$ cat src/rtl/synth_pkg.sv
// ----------------------------------------------------------------------------
// synth_pkg -- shared definitions for the synthesizer envelope slice.
//
// Contents:
//   env_state_t  : envelope state encoding (IDLE..RELEASE), 3 bits wide
//   LEVEL_MAX    : full-scale envelope level (255)
//   eff_rate()   : maps a rate of 0 to "instant", i.e. LEVEL_MAX
//   scale_duty() : duty word scaled by (level + 1) / 256, 0 at level 0
// ----------------------------------------------------------------------------
package synth_pkg;

  typedef enum logic [2:0] {
    ENV_IDLE    = 3'd0,
    ENV_ATTACK  = 3'd1,
    ENV_DECAY   = 3'd2,
    ENV_SUSTAIN = 3'd3,
    ENV_RELEASE = 3'd4
  } env_state_t;

  localparam logic [7:0] LEVEL_MAX = 8'd255;

  // A rate of 0 means "reach the target in one tick", which a full-scale
  // step always does.
  function automatic logic [7:0] eff_rate(input logic [7:0] rate);
    return (rate == 8'd0) ? LEVEL_MAX : rate;
  endfunction

  // (level + 1) keeps level 255 at exactly full scale; level 0 is a hard
  // mute instead of 1/256 of the duty word.
  function automatic logic [15:0] scale_duty(input logic [15:0] duty,
                                             input logic [7:0]  level);
    logic [24:0] prod;
    prod = 25'(duty) * 25'({1'b0, level} + 9'd1);
    return (level == 8'd0) ? 16'd0 : 16'(prod >> 8);
  endfunction

endpackage

$ cat src/rtl/adsr_tick_gen.sv
// ----------------------------------------------------------------------------
// adsr_tick_gen -- free-running prescaler producing the envelope tick.
//
// Parameters:
//   PRESCALE : clock cycles per tick, 2..65536
// Ports:
//   clk   : system clock
//   rst_n : asynchronous active-low reset
//   tick  : registered one-cycle pulse every PRESCALE cycles; the first
//           pulse is consumed by the PRESCALE-th clock edge after reset
// ----------------------------------------------------------------------------
module adsr_tick_gen #(
  parameter int PRESCALE = 1024
) (
  input  logic clk,
  input  logic rst_n,
  output logic tick
);

  localparam int                CNT_W    = $clog2(PRESCALE);
  localparam logic [CNT_W-1:0]  CNT_LAST = CNT_W'(PRESCALE - 1);
  // tick is registered, so it is raised one count early
  localparam logic [CNT_W-1:0]  CNT_PRE  = CNT_W'(PRESCALE - 2);

  logic [CNT_W-1:0] count_r;
  logic             tick_r;

  // Prescale counter and registered tick pulse
  always_ff @(posedge clk or negedge rst_n) begin
    if (!rst_n) begin
      count_r <= '0;
      tick_r  <= 1'b0;
    end else begin
      if (count_r == CNT_LAST) begin
        count_r <= '0;
      end else begin
        count_r <= count_r + CNT_W'(1);
      end
      tick_r <= (count_r == CNT_PRE);
    end
  end

  assign tick = tick_r;

endmodule

$ cat src/rtl/adsr_envelope.sv
// ----------------------------------------------------------------------------
// adsr_envelope -- ADSR envelope generator scaling a PWM duty word.
//
// Parameters:
//   PRESCALE      : clock cycles per envelope tick, 2..65536
// Ports:
//   clk           : synthesizer system clock
//   rst_n         : asynchronous active-low reset
//   gate          : note on (1) / off (0)
//   note_duty     : full-scale duty word (16 bits)
//   attack_rate   : level increment per tick, 0 = instant
//   decay_rate    : level decrement per tick, 0 = instant
//   sustain_level : sustain target level, read live
//   release_rate  : level decrement per tick, 0 = instant
//   duty_out      : note_duty scaled by the envelope level (registered)
//   env_level     : current envelope level (registered)
//   env_state     : current state, synth_pkg::env_state_t encoding
//   active        : high whenever env_state is not IDLE
//
// Build option:
//   ADSR_RETRIGGER_EN : when defined, a gate rise restarts the attack from
//                       level 0; otherwise the attack continues from the
//                       current level (legato).
// ----------------------------------------------------------------------------
module adsr_envelope
  import synth_pkg::*;
#(
  parameter int PRESCALE = 1024
) (
  input  logic        clk,
  input  logic        rst_n,
  input  logic        gate,
  input  logic [15:0] note_duty,
  input  logic [7:0]  attack_rate,
  input  logic [7:0]  decay_rate,
  input  logic [7:0]  sustain_level,
  input  logic [7:0]  release_rate,
  output logic [15:0] duty_out,
  output logic [7:0]  env_level,
  output logic [2:0]  env_state,
  output logic        active
);

  logic       tick_s;
  logic       gate_q_r;
  logic       rise_s;
  logic       fall_s;
  env_state_t state_r;
  env_state_t state_nxt_s;
  logic [7:0] level_r;
  logic [7:0] level_nxt_s;
  logic       active_r;
  logic [15:0] duty_r;
  logic [8:0] att_sum_s;
  logic [8:0] dec_diff_s;
  logic [8:0] rel_diff_s;

  adsr_tick_gen #(
    .PRESCALE (PRESCALE)
  ) u_tick_gen (
    .clk   (clk),
    .rst_n (rst_n),
    .tick  (tick_s)
  );

  assign rise_s = gate & ~gate_q_r;
  assign fall_s = ~gate & gate_q_r;

  // 9-bit arithmetic: bit 8 flags overflow (attack) or borrow (decay/release)
  assign att_sum_s  = {1'b0, level_r} + {1'b0, eff_rate(attack_rate)};
  assign dec_diff_s = {1'b0, level_r} - {1'b0, eff_rate(decay_rate)};
  assign rel_diff_s = {1'b0, level_r} - {1'b0, eff_rate(release_rate)};

  // Next state and level: gate edges first, then tick-driven level steps
  always_comb begin
    state_nxt_s = state_r;
    level_nxt_s = level_r;
    if (rise_s) begin
      state_nxt_s = ENV_ATTACK;
`ifdef ADSR_RETRIGGER_EN
      level_nxt_s = 8'd0;
`else
      level_nxt_s = level_r;
`endif
    end else if (fall_s) begin
      if ((state_r == ENV_ATTACK) || (state_r == ENV_DECAY) ||
          (state_r == ENV_SUSTAIN)) begin
        state_nxt_s = ENV_RELEASE;
      end else begin
        state_nxt_s = state_r;
      end
    end else if (tick_s) begin
      case (state_r)
        ENV_IDLE: begin
          state_nxt_s = ENV_IDLE;
        end
        ENV_ATTACK: begin
          if (att_sum_s >= 9'd255) begin
            level_nxt_s = LEVEL_MAX;
            state_nxt_s = ENV_DECAY;
          end else begin
            level_nxt_s = att_sum_s[7:0];
          end
        end
        ENV_DECAY: begin
          // Clamp at sustain; also covers sustain raised above the level
          if (dec_diff_s[8] || (dec_diff_s[7:0] <= sustain_level)) begin
            level_nxt_s = sustain_level;
            state_nxt_s = ENV_SUSTAIN;
          end else begin
            level_nxt_s = dec_diff_s[7:0];
          end
        end
        ENV_SUSTAIN: begin
          level_nxt_s = sustain_level;
        end
        ENV_RELEASE: begin
          if (rel_diff_s[8] || (rel_diff_s[7:0] == 8'd0)) begin
            level_nxt_s = 8'd0;
            state_nxt_s = ENV_IDLE;
          end else begin
            level_nxt_s = rel_diff_s[7:0];
          end
        end
        default: begin
          state_nxt_s = ENV_IDLE;
          level_nxt_s = 8'd0;
        end
      endcase
    end else begin
      state_nxt_s = state_r;
      level_nxt_s = level_r;
    end
  end

  // State, level, active flag and scaled duty registers
  always_ff @(posedge clk or negedge rst_n) begin
    if (!rst_n) begin
      gate_q_r <= 1'b0;
      state_r  <= ENV_IDLE;
      level_r  <= 8'd0;
      active_r <= 1'b0;
      duty_r   <= 16'd0;
    end else begin
      gate_q_r <= gate;
      state_r  <= state_nxt_s;
      level_r  <= level_nxt_s;
      // derived from the same next state so it always matches env_state
      active_r <= (state_nxt_s != ENV_IDLE);
      duty_r   <= scale_duty(note_duty, level_r);
    end
  end

  assign duty_out  = duty_r;
  assign env_level = level_r;
  assign env_state = state_r;
  assign active    = active_r;

endmodule

$ cat config.mk
export PLATFORM = sky130hd
export DESIGN_NAME = adsr_envelope
export DESIGN_NICKNAME = d
export VERILOG_FILES = /design/src/rtl/synth_pkg.sv /design/src/rtl/adsr_tick_gen.sv /design/src/rtl/adsr_envelope.sv
export SDC_FILE = /design/constraint.sdc
export NUM_CORES = 1
export LEC_CHECK = 0
export BUFFER_PORTS_ARGS = -buffer_cell sky130_fd_sc_hd__clkbuf_2
export CORE_AREA = 8 8 146 148
export CTS_CLUSTER_DIAMETER = 120
export CTS_CLUSTER_SIZE = 40
export DETAILED_ROUTE_END_ITERATION = 8
export DIE_AREA = 0 0 154 156
export HOLD_SLACK_MARGIN = 0.02
export PLACE_DENSITY = 0.61
export SLEW_MARGIN = 25
export SYNTH_ARGS = -nofsm -noshare
export SYNTH_HDL_FRONTEND = slang
export SYNTH_HIERARCHICAL = 1
export SYNTH_SLANG_ARGS = --single-unit
$ cat constraint.sdc
create_clock -name clk -period 6.3 [get_ports clk]
set_input_delay 1.26 -clock clk [delete_from_list [all_inputs] [get_ports clk]]
set_output_delay 1.26 -clock clk [all_outputs]
set_load 0.01 [all_outputs]
==> key figures, run 1 <==
Min path
  • Worst Hold Class: register to register
  • HP Start: u_tick_gen/count_r[8]$_DFF_PN0_
  • Hold path depth: 1
  • Endpoint, Worst Hold: u_tick_gen/count_r[8]$_DFF_PN0_

Finish
  • Most common cell after layout, fill and taps aside: inv_1
  • Share of cells above drive strength 1: 0.1410
  • Fin util: 0.4370
  • Design area: 0.008338 mm2
  • ANT cells: 0
  • Area grow syn2layout: 12.61%
  • Area of the multi-input gates: 0.005824 mm2
  • NumNets Final: 1,163
  • Final non-filler cell total: 1,174
  • Number of fill cells: 1,907
  • Flip-flop and latch area: 0.001002 mm2
  • Commonest cells after routing, fill and taps aside: inv_1 (141), fa_1 (100), nand2_1 (85)

Timing
  • Worst relative slew slack: 0.5864
  • Highest Clock Rate: 171.2 MHz
  • Final Hold Vio Count: 0
  • Clk_skew: 0.004036 ns
  • RSZ-0062 raised after global routing: no
  • Tmin final: 5.840 ns
  • Fin crit share: 0.9269
  • Worst-Margin Slew: 0.6123 ns
  • Fin. max-slew vios: 0
  • Fin Setup TNS: 0 ns
  • Endpoints failing setup: 0

Pwr
  • Power consumption: 737.3 uW
  • Leak: 4.386 nW
  • Worst VDD drop: 0.0001019 V
  • Power density over cell area: 88.43 mW/mm2

Worst setup path
  • Cell breakdown of the critical path: ha_1 > nand3_1 > nor2_1 > xor2_1 > buf_4 > and2_1 > fa_1 > fa_1 > fa_1 > inv_1 > fa_1 > inv_1 > ha_1 > a21oi_1 > o21ai_0 > a22o_1 > o31ai_2 > a2111oi_4 > o31ai_2 > nand3_1 > nor3b_2
  • R2R cell count: 21
  • WS Path Type: register to register
  • R2r startpoint: env_level[0]$_DFFE_PN0P_
  • Max stage delay on crit path: 0.54 ns
  • CP most frequent cell: fa_1
  • Crit-path max FO: 16
  • CP Launch Type: register
  • Reg2reg setup slack: 0.46 ns
  • Critical Path RT: 6.48 ns
  • Crit Reg-Reg Endpoint: duty_out[15]$_DFF_PN0_
  • WP data arrival: 6.02 ns
  • Crit. End Element: register
  • Highest-delay cell along the critical path: fa_1

Synthesis
  • Seq cells post-synth: 40
  • Post-synth EDFFs: 0
  • Most used DFF post-synth: dfrtp_1
  • Seq/Total Area, Yosys: 0.1352
  • Synthesized area: 0.007405 mm2
  • Ys async rst share: 1.000
  • Avg Inst Size Synth: 8.722 um2
  • Synth cell types: 61
  • Synthesis Warnings: 6
  • Largest area contributor in the netlist: fa_1
  • Synthesized Nets: 1,077
  • Area share of the largest cell type after synthesis: 0.2704
  • Ranking of synthesized cells by area: fa_1 (27%), dfrtp_1 (14%), ha_1 (13%)
  • Post-Syn Instances: 849

Floorplan
  • Die ar.: 0.02402 mm2
  • Effective utilization at floorplan: 0.3881
  • I/O pin cnt: 79
  • Die Wd: 154 um
  • Site Rows: 51
  • Die Y: 156 um
  • Std-Cell Core Area: 0.01908 mm2

Drt
  • Final wirelength: 18,090 um
  • DRC violations left: 0
  • Drt pass-1 iters: 5
  • Via count: 6,034
  • Post-DR wirelength/cell: 15.41 um
  • DRT antenna net count: 0
  • Vias per inst: 5.140
  • DR iter-0 viols: 292

Global route
  • GR Overflow Total: 0
  • Gr usage total: 0.1593
  • Vias in the first global route: 6,360
  • Antenna violations before repair: 0
  • First-pass GRT wire length: 31,240 um
  • Pin count of the biggest net entering global routing: 41

Placement
  • Dpl cells: 1,166
  • Placed inst area: 0.008165 mm2
  • HPWL Detailed: 14,850 um
  • Port Buffers: 78
  • Routability cong.: 0.8641

Clock network
  • CTS root buf: clkbuf_16
  • H-tree depth: 2
  • Clock Sinks: 40
  • CTS tree: done
  • CTS max path bufs: 2
  • Worst skew pair latency: 0.29 ns
  • Clock Pin Slew Worst Setup and Hold Paths: 0.06 ns
  • Num CTS Buffers: 5

Run status
  • Status: finished clean

Flow run
  • Max Cap Violations: 0
==> worst max-delay path, delay by kind of cell (launching register included) <==
kind | cells | cell delay [ns]
flip-flops | 1 | 0.49
buffers and inverters | 3 | 0.33
AND/OR/NAND/NOR | 5 | 0.74
AO/OA/AOI/OAI | 6 | 1.40
adder cells (fa/ha/maj) | 6 | 2.60
XOR/XNOR | 1 | 0.17
==> how the worst max path moves through the flow <==
stage	from	end	slack, ns
floorplan	env_level[1]$_DFFE_PN0P_	duty_out[15]$_DFF_PN0_	0.49
global placement	note_duty[3]	duty_out[15]$_DFF_PN0_	0.39
detailed placement	note_duty[4]	duty_out[15]$_DFF_PN0_	0.34
CTS	env_level[0]$_DFFE_PN0P_	duty_out[15]$_DFF_PN0_	0.31
global route	env_level[0]$_DFFE_PN0P_	duty_out[15]$_DFF_PN0_	0.004
finish	env_level[0]$_DFFE_PN0P_	duty_out[15]$_DFF_PN0_	0.46
==> report_power, final <==
part	switching, mW	leakage [nW]	internal (mW)
clock	0.112	0.0804	0.188
sequential	0.00870	0.533	0.262
combinational	0.0963	3.77	0.0703
==> registers in the layout (all words and copies together), names as in the netlist <==
signal,flops
env_level,8
gate_q_r,1
active,1
u_tick_gen/tick,1
duty_out,16
env_state,3
u_tick_gen/count_r,10
==> cells in the mapped netlist (all sizes together) (9+ instances only) <==
cell,number
and2,36
nand2b,14
nor3,9
or2,11
xor2,20
dfrtp,40
nand3,14
nor2,52
ha,77
xnor2,18
inv,141
clkbuf,14
a21o,13
o21ai,26
nor2b,51
fa,100
nand2,85
a21oi,29
==> per-layer routing <==
metal	global-route usage	routed length, um
met1	0.2089	8418
met4	0.02706	213
met5	0	0
met2	0.2738	8718
met3	0.02687	737
==> what timing repair did <==
action / CTS / global route
resized for setup: 0 / 1
setup buffers: 0 / 0
endpoints found under the setup margin: 0 / 4
hold buffers: 0 / 0
==> area by class of cell <==
type / instances / area share
multi-input cells: 653 / 0.6985
flip-flops and latches: 40 / 0.1202
inverters: 141 / 0.06348
repair buffers: 94 / 0.06152
well taps: 238 / 0.03571
clock buffers: 5 / 0.01501
clock inverters: 3 / 0.005552
==> stage by stage <==
stage | worst slack [ns] | hold WS (ns)
3_5_place_dp | 0.3444 | 0.4923
5_1_grt | 0.003787 | 0.5089
6_report | 0.4604 | 0.4991
4_1_cts | 0.3138 | 0.5024
3_3_place_gp | 0.3870 | 0.4790
2_1_floorplan | 0.4912 | 0.4623
==> logic make-up (layout without fill, tap and decap cells) <==
family	Yosys count	after routing	synth area share
buffers and inverters	156	243	0.07908
XOR/XNOR	38	38	0.04495
AND/OR/NAND/NOR	305	305	0.2144
adder cells (fa/ha/maj)	177	177	0.4005
AO/OA/AOI/OAI	129	129	0.1205
flip-flops	40	40	0.1352
multiplexers	4	4	0.005407
Power figures use the tool's default switching activity.
==> run 2: changes to the inputs <==
--- a/config.mk
+++ b/config.mk
@@ -14,2 +14,3 @@
 export HOLD_SLACK_MARGIN = 0.02
+export MAX_ROUTING_LAYER = met4
 export PLACE_DENSITY = 0.61
==> constraint.sdc (replaced) <==
create_clock -name clk -period 6.3 [get_ports clk]
set_input_delay 0.63 -clock clk [delete_from_list [all_inputs] [get_ports clk]]
set_output_delay 0.63 -clock clk [all_outputs]
set_load 0.01 [all_outputs]
==> run 2 against run 1 <==
Net effect: hold slack worse by 0.14 ns; die area stayed put; wire length is 4.8% higher; combinational power hardly changed; sequential share of layout area is 0.099 points lower; maximum frequency is 1.5% lower; critical path depth stayed put; sequential cell count stayed put; global-route usage is 1.2 points higher; via count is 0.50% higher; clock skew is 0.0023 ns higher; critical path type unchanged; highest routed layer unchanged.
==> key figures, run 2 (synthesis gave the netlist of run 1 again) <==
Run status
  • Status: finished clean (unchanged)

Timing
  • Endpoints failing setup: 0 (unchanged)
  • Worst relative slew slack: 0.5726 (was 0.5864)
  • Tmin final: 5.927 ns (was 5.840 ns)
  • Worst-Margin Slew: 0.6372 ns (was 0.6123 ns)
  • Hold_ws: 0.3560 ns (was 0.4991 ns)
  • Clk_skew: 0.006354 ns (was 0.004036 ns)
  • Highest Clock Rate: 168.7 MHz (was 171.2 MHz)
  • Fin. max-slew vios: 0 (unchanged)
  • Final Hold Vio Count: 0 (unchanged)
  • Fin crit share: 0.9408 (was 0.9269)

Placement
  • Placed inst area: 0.008188 mm2 (was 0.008165 mm2)
  • Port Buffers: 78 (unchanged)
  • Dpl cells: 1,169 (was 1,166)
  • HPWL Detailed: 15,570 um (was 14,850 um)
  • Routability cong.: 0.8495 (was 0.8641)

Floorplan
  • Site Rows: 51 (unchanged)
  • Die Wd: 154 um (unchanged)
  • Die ar.: 0.02402 mm2 (unchanged)
  • Effective utilization at floorplan: 0.3881 (unchanged)
  • I/O pin cnt: 79 (unchanged)
  • Std-Cell Core Area: 0.01908 mm2 (unchanged)
  • Die Y: 156 um (unchanged)

Worst setup path
  • WP data arrival: 6.10 ns (was 6.02 ns)
  • CP startpoint: env_level[0]$_DFFE_PN0P_ (unchanged)
  • Critical Path RT: 6.47 ns (was 6.48 ns)
  • Cell breakdown of the critical path: ha_1 > nand3_1 > nor2_1 > and3_1 > buf_4 > and2_1 > fa_1 > fa_1 > fa_1 > inv_1 > fa_1 > inv_1 > ha_1 > a21oi_1 > o21ai_0 > a22o_1 > or3_2 > a21o_1 > a21oi_1 > xor2_1 > nor2_1 (was ha_1 > nand3_1 > nor2_1 > xor2_1 > buf_4 > and2_1 > fa_1 > fa_1 > fa_1 > inv_1 > fa_1 > inv_1 > ha_1 > a21oi_1 > o21ai_0 > a22o_1 > o31ai_2 > a2111oi_4 > o31ai_2 > nand3_1 > nor3b_2)
  • CP Launch Type: register (unchanged)
  • CP most frequent cell: fa_1 (unchanged)
  • Highest-delay cell along the critical path: fa_1 (unchanged)
  • Max stage delay on crit path: 0.55 ns (was 0.54 ns)
  • CP top delay family: adder cells (unchanged)
  • WS Path Type: register to register (unchanged)
  • R2r startpoint: env_level[0]$_DFFE_PN0P_ (unchanged)
  • Bufs and invs on worst path: 3 (unchanged)
  • Crit-path max FO: 14 (was 16)
  • Crit. End Element: register (unchanged)

Drt
  • Via count: 6,064 (was 6,034)
  • Drt pass-1 iters: 7 (was 5)
  • Post-DR wirelength/cell: 16.08 um (was 15.41 um)
  • DR iter-0 viols: 281 (was 292)
  • Vias per inst: 5.143 (was 5.140)
  • DRT antenna net count: 0 (unchanged)
  • Final wirelength: 18,950 um (was 18,090 um)
  • DRC violations left: 0 (unchanged)

Global route
  • Gr usage total: 0.1709 (was 0.1593)
  • First-pass GRT wire length: 32,360 um (was 31,240 um)
  • GR Overflow Total: 0 (unchanged)
  • Vias in the first global route: 6,347 (was 6,360)
  • Pin count of the biggest net entering global routing: 41 (unchanged)
  • Antenna violations before repair: 0 (unchanged)

Clock network
  • Hold_buf cts: 0 (unchanged)
  • H-tree depth: 2 (unchanged)
  • Worst skew pair latency: 0.29 ns (about the same)
  • Clock Pin Slew Worst Setup and Hold Paths: 0.06 ns (about the same)
  • CTS max path bufs: 2 (unchanged)
  • Num CTS Buffers: 5 (unchanged)
  • Clock Sinks: 40 (unchanged)
  • CTS root buf: clkbuf_16 (unchanged)
  • CTS tree: done (unchanged)

Flow run
  • Max Cap Violations: 0 (unchanged)

Finish
  • Max FFs per register: 16 (unchanged)
  • Commonest cells after routing, fill and taps aside: inv_1 (141), fa_1 (100), nand2_1 (85) (unchanged)
  • Number of fill cells: 1,926 (was 1,907)
  • Final non-filler cell total: 1,179 (was 1,174)
  • Area of the multi-input gates: 0.005841 mm2 (was 0.005824 mm2)
  • Design area: 0.008397 mm2 (was 0.008338 mm2)
  • Share of cells above drive strength 1: 0.1456 (was 0.1410)
  • Flip-flop and latch area: 0.001001 mm2 (was 0.001002 mm2)
  • Most common cell after layout, fill and taps aside: inv_1 (unchanged)
  • ANT cells: 0 (unchanged)
  • NumNets Final: 1,168 (was 1,163)
  • Area grow syn2layout: 13.40% (was 12.61%)

Pwr
  • Worst VDD drop: 0.0001638 V (was 0.0001019 V)
  • Power consumption: 749.3 uW (was 737.3 uW)
  • Seq pwr share: 0.361 (was 0.367)
  • Power density over cell area: 89.24 mW/mm2 (was 88.43 mW/mm2)
  • Logic gate share of total power: 0.227 (was 0.226)
  • Int Pwr: 531.4 uW (was 520.8 uW)
  • Leak: 4.419 nW (was 4.386 nW)
  • P_sw: 217.9 uW (was 216.5 uW)
  • Clock group share of total power: 0.412 (was 0.407)
  • Switching Fraction: 0.2909 (was 0.2937)

Min path
  • Worst Hold Class: primary input to asynchronous set/reset pin (was register to register)
[run 2: cell types whose count changed in the layout (fill, tap and decap cells not counted), sizes merged]
cell / previous run / this run
clkinvlp: 1 / 0
inv: 142 / 141
buf: 16 / 21
clkinv: 0 / 1
clkbuf: 83 / 84
[run 2: layer usage]
layer	part of all wire	GRT usage	vias to the layer above
li1	-	-	2928
met1	0.46	0.2201	3000
met2	0.49	0.2850	121
met3	0.043	0.03047	15
met4	0.0086	0.02007	0
met5	0	-	-
[run 2: through the flow]
| step | setup TNS [ns] | setup WS, ns | utilization |
|---|---|---|---|
| global placement | 0 | 0.3717 | 0.4290 |
| global route | -0.01408 | -0.01408 | 0.4401 |
| CTS | 0 | 0.1790 | 0.4385 |
| floorplan | 0 | 0.4912 | - |
| detailed placement | 0 | 0.1908 | 0.4291 |
| finish | 0 | 0.3731 | 0.4401 |
[run 2: worst register-to-register path: cells and delay by family, from the launching register on]
family | cells | cell delay (ns)
AOI/OAI and AO/OA | 5 | 0.94
adders and majority gates | 6 | 2.59
DFF | 1 | 0.50
and+or+nand+nor | 6 | 1.32
buffers and inverters | 3 | 0.31
xor gates and xnor gates | 1 | 0.16
[run 2: final timing paths]
kind,endpoint,slack (ns),cells past startpoint
setup / recovery,duty_out[8]$_DFF_PN0_,0.37,21
hold / removal,duty_out[5]$_DFF_PN0_,0.36,1
setup reg to reg,duty_out[8]$_DFF_PN0_,0.37,21
hold reg to reg,u_tick_gen/count_r[6]$_DFF_PN0_,0.50,1
max in group asynchronous,duty_out[12]$_DFF_PN0_,5.55,1
min in group clk,gate_q_r$_DFF_PN0_,0.49,1
[run 2: final cells by class]
| cell class | instances | share of cell area |
|---|---|---|
| Multi-Input combinational cell | 653 | 0.6956 |
| Sequential cell | 40 | 0.1192 |
| Timing Repair Buffer | 99 | 0.06556 |
| Inverter | 141 | 0.06303 |
| Tap cell | 238 | 0.03546 |
| Clock buffer | 6 | 0.01654 |
| Clock inverter | 2 | 0.004619 |
[run 2: repair_timing]
action                     in CTS  in global routing
resized for setup               0                  2
setup endpoints to repair       0                  6
setup buffers                   0                  2
[run 2: power by group through the flow]
| stage | combinational [mW] | sequential (mW) | clock (mW) |
|---|---|---|---|
| floorplan | 0.105 | 0.274 | 0 |
| global placement | 0.169 | 0.276 | 0 |
| detailed placement | 0.170 | 0.275 | 0 |
| CTS | 0.171 | 0.271 | 0.315 |
| global route | 0.194 | 0.272 | 0.330 |
| finish | 0.170 | 0.271 | 0.309 |
